### src/rtl/seven_seg_scan_scheduler.sv
// Shared 7-segment display scan scheduler.
// Rotates enabled digits with blanking gaps, blink and decimal point.
module seven_seg_scan_scheduler #(
   parameter int NUM_DIGITS  = 4,
   parameter int BLANK_TICKS = 1
) (
   input  logic                    clock_i,
   input  logic                    reset_i,
   input  logic                    scan_tick_i,
   input  logic                    blink_tick_i,
   input  logic [4*NUM_DIGITS-1:0] digits_i,
   input  logic [NUM_DIGITS-1:0]   enable_mask_i,
   input  logic [NUM_DIGITS-1:0]   blink_mask_i,
   input  logic [NUM_DIGITS-1:0]   dp_mask_i,
   output logic [NUM_DIGITS-1:0]   anode_o,
   output logic [6:0]              cathode_o,
   output logic                    dp_o,
   output logic [2:0]              digit_idx_o,
   output logic                    frame_done_o
);

   typedef enum logic [1:0] {IDLE, SHOW, BLANK} state_t;

   state_t                state, state_nx;
   logic [2:0]            idx, idx_nx;
   logic [3:0]            blank_cnt, blank_cnt_nx;
   logic                  blink_phase, blink_phase_nx;
   logic [2:0]            first_idx, next_idx;
   logic                  found_first, found_next;
   logic                  show_load, frame_d, dp_bit;
   logic [NUM_DIGITS-1:0] anode_d;
   logic [3:0]            nib;
   logic [6:0]            seg_d;

   // Lowest enabled digit, and next enabled digit above idx with wrap.
   always_comb begin
      first_idx   = '0;
      next_idx    = idx;
      found_first = 1'b0;
      found_next  = 1'b0;
      for (int k = 0; k < NUM_DIGITS; k++) begin
         if (!found_first && enable_mask_i[k]) begin
            found_first = 1'b1;
            first_idx   = 3'(k);
         end
      end
      for (int k = 1; k <= NUM_DIGITS; k++) begin
         for (int m = 0; m < NUM_DIGITS; m++) begin
            if (!found_next && enable_mask_i[m] &&
                m == (int'(idx) + k) % NUM_DIGITS) begin
               found_next = 1'b1;
               next_idx   = 3'(m);
            end
         end
      end
   end

   // State register: scan FSM, digit index, blank counter, blink phase.
   always_ff @(posedge clock_i or negedge reset_i) begin
      if (!reset_i) begin
         state       <= IDLE;
         idx         <= '0;
         blank_cnt   <= '0;
         blink_phase <= 1'b0;
      end else begin
         state       <= state_nx;
         idx         <= idx_nx;
         blank_cnt   <= blank_cnt_nx;
         blink_phase <= blink_phase_nx;
      end
   end

   // Next-state logic; the FSM only moves on scan ticks.
   always_comb begin
      state_nx       = state;
      idx_nx         = idx;
      blank_cnt_nx   = blank_cnt;
      blink_phase_nx = blink_phase ^ blink_tick_i;
      if (scan_tick_i) begin
         unique case (state)
            IDLE: begin
               if (found_first) begin
                  state_nx = SHOW;
                  idx_nx   = first_idx;
               end
            end
            SHOW: begin
               if (!found_first) begin
                  state_nx = IDLE;
               end else if (BLANK_TICKS > 0) begin
                  state_nx     = BLANK;
                  blank_cnt_nx = '0;
               end else begin
                  idx_nx = next_idx;
               end
            end
            BLANK: begin
               if (!found_first) begin
                  state_nx = IDLE;
               end else if (blank_cnt == 4'(BLANK_TICKS - 1)) begin
                  state_nx = SHOW;
                  idx_nx   = next_idx;
               end else begin
                  blank_cnt_nx = blank_cnt + 4'd1;
               end
            end
            default: state_nx = IDLE;
         endcase
      end
   end

   // Output values for the coming cycle, derived from the next state.
   always_comb begin
      show_load = scan_tick_i && (state_nx == SHOW);
      frame_d   = show_load && ((state == IDLE) || (idx_nx <= idx));
      anode_d   = '1;
      nib       = '0;
      dp_bit    = 1'b0;
      for (int k = 0; k < NUM_DIGITS; k++) begin
         if (idx_nx == 3'(k)) begin
            nib    = digits_i[4*k +: 4];
            dp_bit = dp_mask_i[k];
            if (state_nx == SHOW && !(blink_phase_nx && blink_mask_i[k]))
               anode_d[k] = 1'b0;
         end
      end
      unique case (nib)
         4'h0: seg_d = 7'b1000000;
         4'h1: seg_d = 7'b1111001;
         4'h2: seg_d = 7'b0100100;
         4'h3: seg_d = 7'b0110000;
         4'h4: seg_d = 7'b0011001;
         4'h5: seg_d = 7'b0010010;
         4'h6: seg_d = 7'b0000010;
         4'h7: seg_d = 7'b1111000;
         4'h8: seg_d = 7'b0000000;
         4'h9: seg_d = 7'b0010000;
         4'hA: seg_d = 7'b0001000;
         4'hB: seg_d = 7'b0000011;
         4'hC: seg_d = 7'b1000110;
         4'hD: seg_d = 7'b0100001;
         4'hE: seg_d = 7'b0000110;
         default: seg_d = 7'b0001110;
      endcase
   end

   // Output registers; segments and dp are captured only on SHOW entry.
   always_ff @(posedge clock_i or negedge reset_i) begin
      if (!reset_i) begin
         anode_o      <= '1;
         cathode_o    <= 7'h7F;
         dp_o         <= 1'b1;
         frame_done_o <= 1'b0;
      end else begin
         anode_o      <= anode_d;
         frame_done_o <= frame_d;
         if (show_load) begin
            cathode_o <= seg_d;
            dp_o      <= ~dp_bit;
         end
      end
   end

   assign digit_idx_o = idx;

endmodule

### config.mk
export PLATFORM = sky130hd
export DESIGN_NAME = seven_seg_scan_scheduler
export DESIGN_NICKNAME = d
export VERILOG_FILES = /design/src/rtl/seven_seg_scan_scheduler.sv
export SDC_FILE = /design/constraint.sdc
export NUM_CORES = 1
export LEC_CHECK = 0
export ABC_CLOCK_PERIOD_IN_PS = 4360
export CAP_MARGIN = 10
export CORE_AREA = 8 8 71 73
export CTS_CLUSTER_DIAMETER = 50
export DETAILED_ROUTE_END_ITERATION = 10
export DIE_AREA = 0 0 79 81
export GPL_TIMING_DRIVEN = 0
export PLACE_DENSITY = 0.85
export SYNTH_ARGS = -nofsm -noshare
export SYNTH_HDL_FRONTEND = slang
export SYNTH_SLANG_ARGS = --single-unit
### constraint.sdc
create_clock -name clock_i -period 4.36 [get_ports clock_i]
set_input_delay 1.308 -clock clock_i [delete_from_list [all_inputs] [get_ports clock_i]]
set_output_delay 1.308 -clock clock_i [all_outputs]
set_load 0.02 [all_outputs]
==> results.md, run 1 <==
* Hold Path Origin: cathode_o[2]$_DFFE_PN1P_
* Fin util at 0.592
* Fin Clk Skew at 0.00508 ns
* LEAKAGE at 0.995 nW
* Cell repeated most along the worst path: nand2_4
* Area of the core at 3910 sq um
* DIE AREA at 6400 sq um
* GPL Wtd Cong at 0.881
* Clk pin slew, worst setup/hold paths at 0.09 ns
* Pre-Repair DR Iteration Count at 5
* Final setup fails at 0
* Clock root cell: clkbuf_8
* CTS H-tree depth at 1
* CP max-delay cell: mux4_2
* Pre-CTS setup slack at -0.291 ns
* FMAX at 0.239 GHz
* Post-Syn Instances at 189
* Layout area overhead at 35.8%
* R2R cell count at 14
* Setup TNS at 0 ns
* Critical path required time at 4.55 ns
* Post-route ant nets at 0
* HPWL after DPL at 3430 um
* Post-synth ARST share at 1.00
* Remaining Overflow, GRT at 0
* Io pins at 48
* VDD IR max at 312 uV
* Largest net degree at the start of global routing at 24
* Synth Cell Area at 1710 sq um
* Status: finished, final reports clean
* DRT Wirelength at 4260 um
* Routed WL per cell at 14.6 um
* Syn Area/Cell at 9.03 sq um
* DR vias at 1578
* Layout cells sized above 1 at 0.149
* Clock Tree Buf Depth at 2
* Final min period at 4.19 ns
* R2R Setup Slk at 1.12 ns
* Fin area at 2320 sq um
* RSZ-0062 raised after global routing: no
* DRC errors left at 0
* Setup WS post-layout at 0.167 ns
* Clock sink total at 23
* Syn_nets at 232
* CP max stage delay at 0.57 ns
* # diodes at 0
* Starting Density at 0.436
* PortBufs at 47
* CTS tree: done
* CP cell instances: clkdlybuf4s50_1 -> or4_4 -> nand2_4 -> nor4_2 -> a211oi_4 -> buf_4 -> mux4_2 -> nand2_4 -> inv_1 -> ha_1 -> a211oi_1 -> a21boi_1 -> o31ai_1
* Height of the die at 81 um
* Critical path fanouts, max at 8
* EDFF count, synth at 0
* Post-synthesis cell type count at 46
* FF+latch count, synth at 23
* WS Path Type: primary input to flop
* Hold depth at 2
* Wire length of the first global-routing pass at 6930 um
* Least-Margin Pin Slew at 0.989 ns
* # hold bufs at CTS at 0
* Worst Hold End: cathode_o[2]$_DFFE_PN1P_
* CTS buffer count at 3
* Period utilization at 0.962
* Crit. End Element: flop
* Vias in the first global route at 1534
* Worst path buffer plus inverter count at 3
* CP startpoint kind: primary input
* Slew headroom at 0.339
* Max Slew Vio Count at 0
* Clock latency at the later pin of the worst-skew pair at 0.27 ns
* # Max-Cap Violations at 0
* Synth Flop Type: dfstp_2
* Initial antenna violation count at 0
* Cell family with most CP delay: simple AND/OR/NAND/NOR gates
* # nets final at 286
* Power density over the cells at 673 nW/um^2
* Via/cell ratio at 5.40
* Row Count at 23
* Placed cell areas at 2240 sq um
* Reg2reg end: cathode_o[5]$_DFFE_PN1P_
* Min-delay worst type: flop to flop
* Fin. Hold Viols at 0
* DR iter-0 viols at 129
* Reg2reg start: blank_cnt[0]$_DFFE_PN0P_
* Power Total at 1.56 mW
* Overall routing resource usage at 0.135
* Seq/Total Area, Yosys at 0.346
* Syn. warnings at 0
* Die X at 79 um
* Worst EP arrival at 4.38 ns
[tightest hold or removal path, cell delays in order, from the launching register on]
cell and delay, ns:
dfstp_2 0.38, nand2_1 0.04, o21ai_1 0.05
[stage by stage]
stage	cells	hold WS [ns]
2_1_floorplan	189	0.476
3_3_place_gp	286	0.454
3_5_place_dp	286	0.459
4_1_cts	290	0.471
5_1_grt	292	0.500
6_report	292	0.469
[placed cells by master, fill, tap and decap left out, types with 2 or more instances in the layout]
cell / count
a21oi_1: 12
a211oi_1: 2
ha_1: 11
dfrtp_1: 11
o211ai_1: 2
nand3b_1: 2
a31oi_1: 4
nor3_1: 3
clkbuf_1: 2
mux2_2: 2
mux2i_1: 3
o22a_1: 2
o31ai_1: 5
nand2_1: 15
nand2_4: 2
inv_1: 23
o21ai_0: 14
clkdlybuf4s50_1: 45
dfstp_2: 12
dlymetal6s2s_1: 2
a21o_1: 2
nand2b_1: 5
nor2_1: 16
nor2b_1: 2
nand3_1: 9
mux4_2: 5
buf_4: 2
clkbuf_8: 3
o21ai_1: 2
[cells in the mapped netlist, types with 3 or more instances]
library cell | instances | area, sq um
mux4_2 | 5 | 113
o21ai_0 | 14 | 70.1
dfrtp_1 | 11 | 275
mux2i_1 | 3 | 30.0
nand2b_1 | 6 | 37.5
a31oi_1 | 4 | 25.0
dfstp_2 | 12 | 315
inv_1 | 23 | 86.3
o31ai_1 | 5 | 37.5
nand3_1 | 9 | 45.0
a21oi_1 | 12 | 60.1
nand2_1 | 15 | 56.3
nor3_1 | 3 | 15.0
nor2_1 | 16 | 60.1
ha_1 | 11 | 138
[area by class of cell]
cell class	instances	area, sq um
fillers	348	1600
multi-input cells	139	1020
inverters	23	86.3
repair buffers	49	490
clock inverters	1	5.00
flip-flops and latches	23	591
clock buffers	3	41.3
well taps	50	62.6
plain buffers	4	23.8
[power by group]
part	total, mW	internal [mW]	switching, mW	leakage [nW]
Combinational	1.05	0.477	0.572	0.700
Sequential	0.374	0.322	0.0519	0.269
Clock	0.137	0.0640	0.0726	0.0255
[cell families (layout without fill, tap and decap cells)]
group	count (synthesis)	in the layout	share of synthesized area
compound gates	55	55	0.221
xor+xnor	1	1	0.00513
fa+ha+maj	11	11	0.0806
buf+inv	27	80	0.0623
flops	23	23	0.346
mux	10	10	0.0968
simple gates	62	62	0.188
[timing repair]
item / in CTS / in global routing
gates resized for setup: 1 / 5
setup buffers: 0 / 2
endpoints found under the setup margin: 1 / 3
pin swaps: 0 / 2
[sequential cells by signal (all words and copies together) (netlist names)]
register	count
anode_o	4
blank_cnt	4
blink_phase	1
cathode_o	7
digit_idx_o	3
dp_o	1
frame_done_o	1
state	2
[routing by layer]
layer / track usage / share of wire
met5: 0 / 0
met2: 0.232 / 0.51
met4: 0.0667 / 0.028
met1: 0.152 / 0.40
met3: 0.0353 / 0.063
[worst max-delay path by stage]
stage / from / endpoint / slack (ns) / depth (start not counted)
after floorplan: enable_mask_i[0] / cathode_o[3]$_DFFE_PN1P_ / 0.55 / 11
after global placement: enable_mask_i[1] / cathode_o[3]$_DFFE_PN1P_ / -0.23 / 12
after detailed placement: enable_mask_i[0] / cathode_o[3]$_DFFE_PN1P_ / -0.29 / 12
after CTS: enable_mask_i[0] / cathode_o[3]$_DFFE_PN1P_ / 0.04 / 12
after global routing: enable_mask_i[3] / cathode_o[3]$_DFFE_PN1P_ / 0.01 / 13
final: enable_mask_i[3] / cathode_o[3]$_DFFE_PN1P_ / 0.17 / 13
(Power assumes the default switching activity.)
==> run 2, diff against run 1 <==
- SKIP_LAST_GASP: not set -> 1
==> results of run 2 <==
The final DEF is identical to that of run 1; final timing and power are the same.
==> run 3, diff against run 2 <==
- PLACE_DENSITY: 0.85 -> 0.74
- TNS_END_PERCENT: not set -> 100
==> results.md, run 3 (same netlist as run 1, synthesis figures left out) <==
* Status: finished, final reports clean
* RSZ-0062 raised after global routing: no
* Wire length of the first global-routing pass at 6780 um
* FMAX at 0.245 GHz
* Clk pin slew, worst setup/hold paths at 0.08 ns
* CP startpoint kind: primary input
* Multi-input logic area at 1010 sq um
* GPL Wtd Cong at 0.875
* DIE AREA at 6400 sq um
* Clock Tree Buf Depth at 2
* Row Count at 23
* # diodes at 0
* Least-Margin Pin Slew at 1.01 ns
* Fin. Hold Viols at 0
* HPWL after DPL at 3330 um
* VDD IR max at 296 uV
* DR vias at 1546
* Io pins at 48
* Placed cell areas at 2240 sq um
* Area of the core at 3910 sq um
* Register area at 591 sq um
* Max Slew Vio Count at 0
* CP cell instances: clkdlybuf4s50_1 -> nand2b_1 -> a21o_1 -> a221o_1 -> o22ai_4 -> buf_6 -> mux2_2 -> nand2b_2 -> ha_1 -> nor2_1 -> a221oi_1 -> o31ai_1
* WS Path Type: primary input to flop
* CTS tree: done
* Via/cell ratio at 5.28
* FILL cells at 358
* Layout cells sized above 1 at 0.148
* DRT Wirelength at 4140 um
* Most flops, register: cathode_o
* Final min period at 4.09 ns
* # nets final at 287
* Overall routing resource usage at 0.129
* Die X at 79 um
* DR iter-0 viols at 100
* Remaining Overflow, GRT at 0
* Vias in the first global route at 1489
* CTS H-tree depth at 1
* PortBufs at 47
* Worst EP arrival at 4.26 ns
* LEAKAGE at 1.01 nW
* Post-route ant nets at 0
* Clock latency at the later pin of the worst-skew pair at 0.26 ns
* Hold_ws at 0.474 ns
* Largest net degree at the start of global routing at 24
* Pre-CTS setup slack at -0.274 ns
* Routed WL per cell at 14.1 um
* Top Registers: cathode_o (7), anode_o (4), blank_cnt (4)
* # hold bufs at CTS at 0
* Critical path fanouts, max at 10
* Crit. End Element: flop
* CP max-delay cell: clkdlybuf4s50_1
* Final setup fails at 0
* Min-delay worst type: flop to flop
* Clock sink total at 23
* Pre-Repair DR Iteration Count at 4
* CTS buffer count at 3
* Power Total at 1.55 mW
* Largest register FFs at 7
* Fin Clk Skew at 0.00493 ns
* # Max-Cap Violations at 0
* Slew headroom at 0.323
* DRC errors left at 0
* Initial antenna violation count at 0
* Most frequent cells in the layout: clkdlybuf4s50_1 (43), inv_1 (23), nor2_1 (16)
* Most common cell after layout, fill and taps aside: clkdlybuf4s50_1
* Critical path required time at 4.53 ns
* Period utilization at 0.938
* Layout area overhead at 36.1%
* Height of the die at 81 um
* Power density over the cells at 666 nW/um^2
* Starting Density at 0.436
* Fin area at 2320 sq um
* CP max stage delay at 0.54 ns
* R2R Setup Slk at 1.14 ns
* Clock root cell: clkbuf_8
* Setup WS post-layout at 0.272 ns
[run 3: changes by cell type in the layout (fill, tap and decap cells not counted), sizes merged]
cell,previous run,this run
buf,4,5
clkinv,1,0
clkdlybuf4s50,45,43
dlymetal6s2s,2,4
clkbuf,5,6
[run 3: layout make-up]
cell class | instances | area share
multi-input combinational | 139 | 0.436
sequential | 23 | 0.254
timing repair buffer | 50 | 0.216
inverter | 23 | 0.0372
tap | 50 | 0.0269
clock buffer | 4 | 0.0194
buffer | 4 | 0.0102
[run 3: path summary, 6_finish.rpt]
check | from | end | depth (start not counted)
max in group asynchronous | reset_i | blink_phase$_DFF_PN0_ | 1
worst max-delay path | scan_tick_i | cathode_o[3]$_DFFE_PN1P_ | 12
worst min register to register | cathode_o[2]$_DFFE_PN1P_ | cathode_o[2]$_DFFE_PN1P_ | 2
worst min-delay path | cathode_o[2]$_DFFE_PN1P_ | cathode_o[2]$_DFFE_PN1P_ | 2
min in group asynchronous | reset_i | blank_cnt[0]$_DFFE_PN0P_ | 1
worst max register to register | blank_cnt[0]$_DFFE_PN0P_ | cathode_o[3]$_DFFE_PN1P_ | 13
[run 3: per-layer routing]
| layer | up-vias | GRT usage | part of all wire |
|---|---|---|---|
| li1 | 786 | - | - |
| met1 | 717 | 0.161 | 0.44 |
| met2 | 41 | 0.205 | 0.47 |
| met3 | 2 | 0.0497 | 0.088 |
| met4 | 0 | 0.0296 | 0.0029 |
| met5 | - | 0 | 0 |
[run 3: through the flow]
stage               utilization  setup TNS [ns]  cells
finish                    0.594               0    293
floorplan                     -               0    189
CTS                       0.584               0    290
global placement          0.572          -0.821    286
global route              0.594               0    293
detailed placement        0.572          -0.988    286
[run 3: power by group]
part / leakage [nW] / switching (mW) / total, mW / internal, mW
clock: 0.0228 / 0.0691 / 0.134 / 0.0652
sequential: 0.269 / 0.0523 / 0.375 / 0.323
combinational: 0.722 / 0.559 / 1.04 / 0.480
total: 1.01 / 0.680 / 1.55 / 0.868
[run 3: timing repair]
| item | 4_1_cts | 5_1_grt |
|---|---|---|
| resized for setup | 0 | 7 |
| setup buffers | 0 | 3 |
| endpoints found under the setup margin | 0 | 6 |
[run 3: worst max-delay path, delay by kind of cell]
kind                     cells  cell delay [ns]
buffers and inverters        2             0.71
AO/OA/AOI/OAI                5             1.04
adder cells (fa/ha/maj)      1             0.33
multiplexers                 1             0.37
AND/OR/NAND/NOR              3             0.48
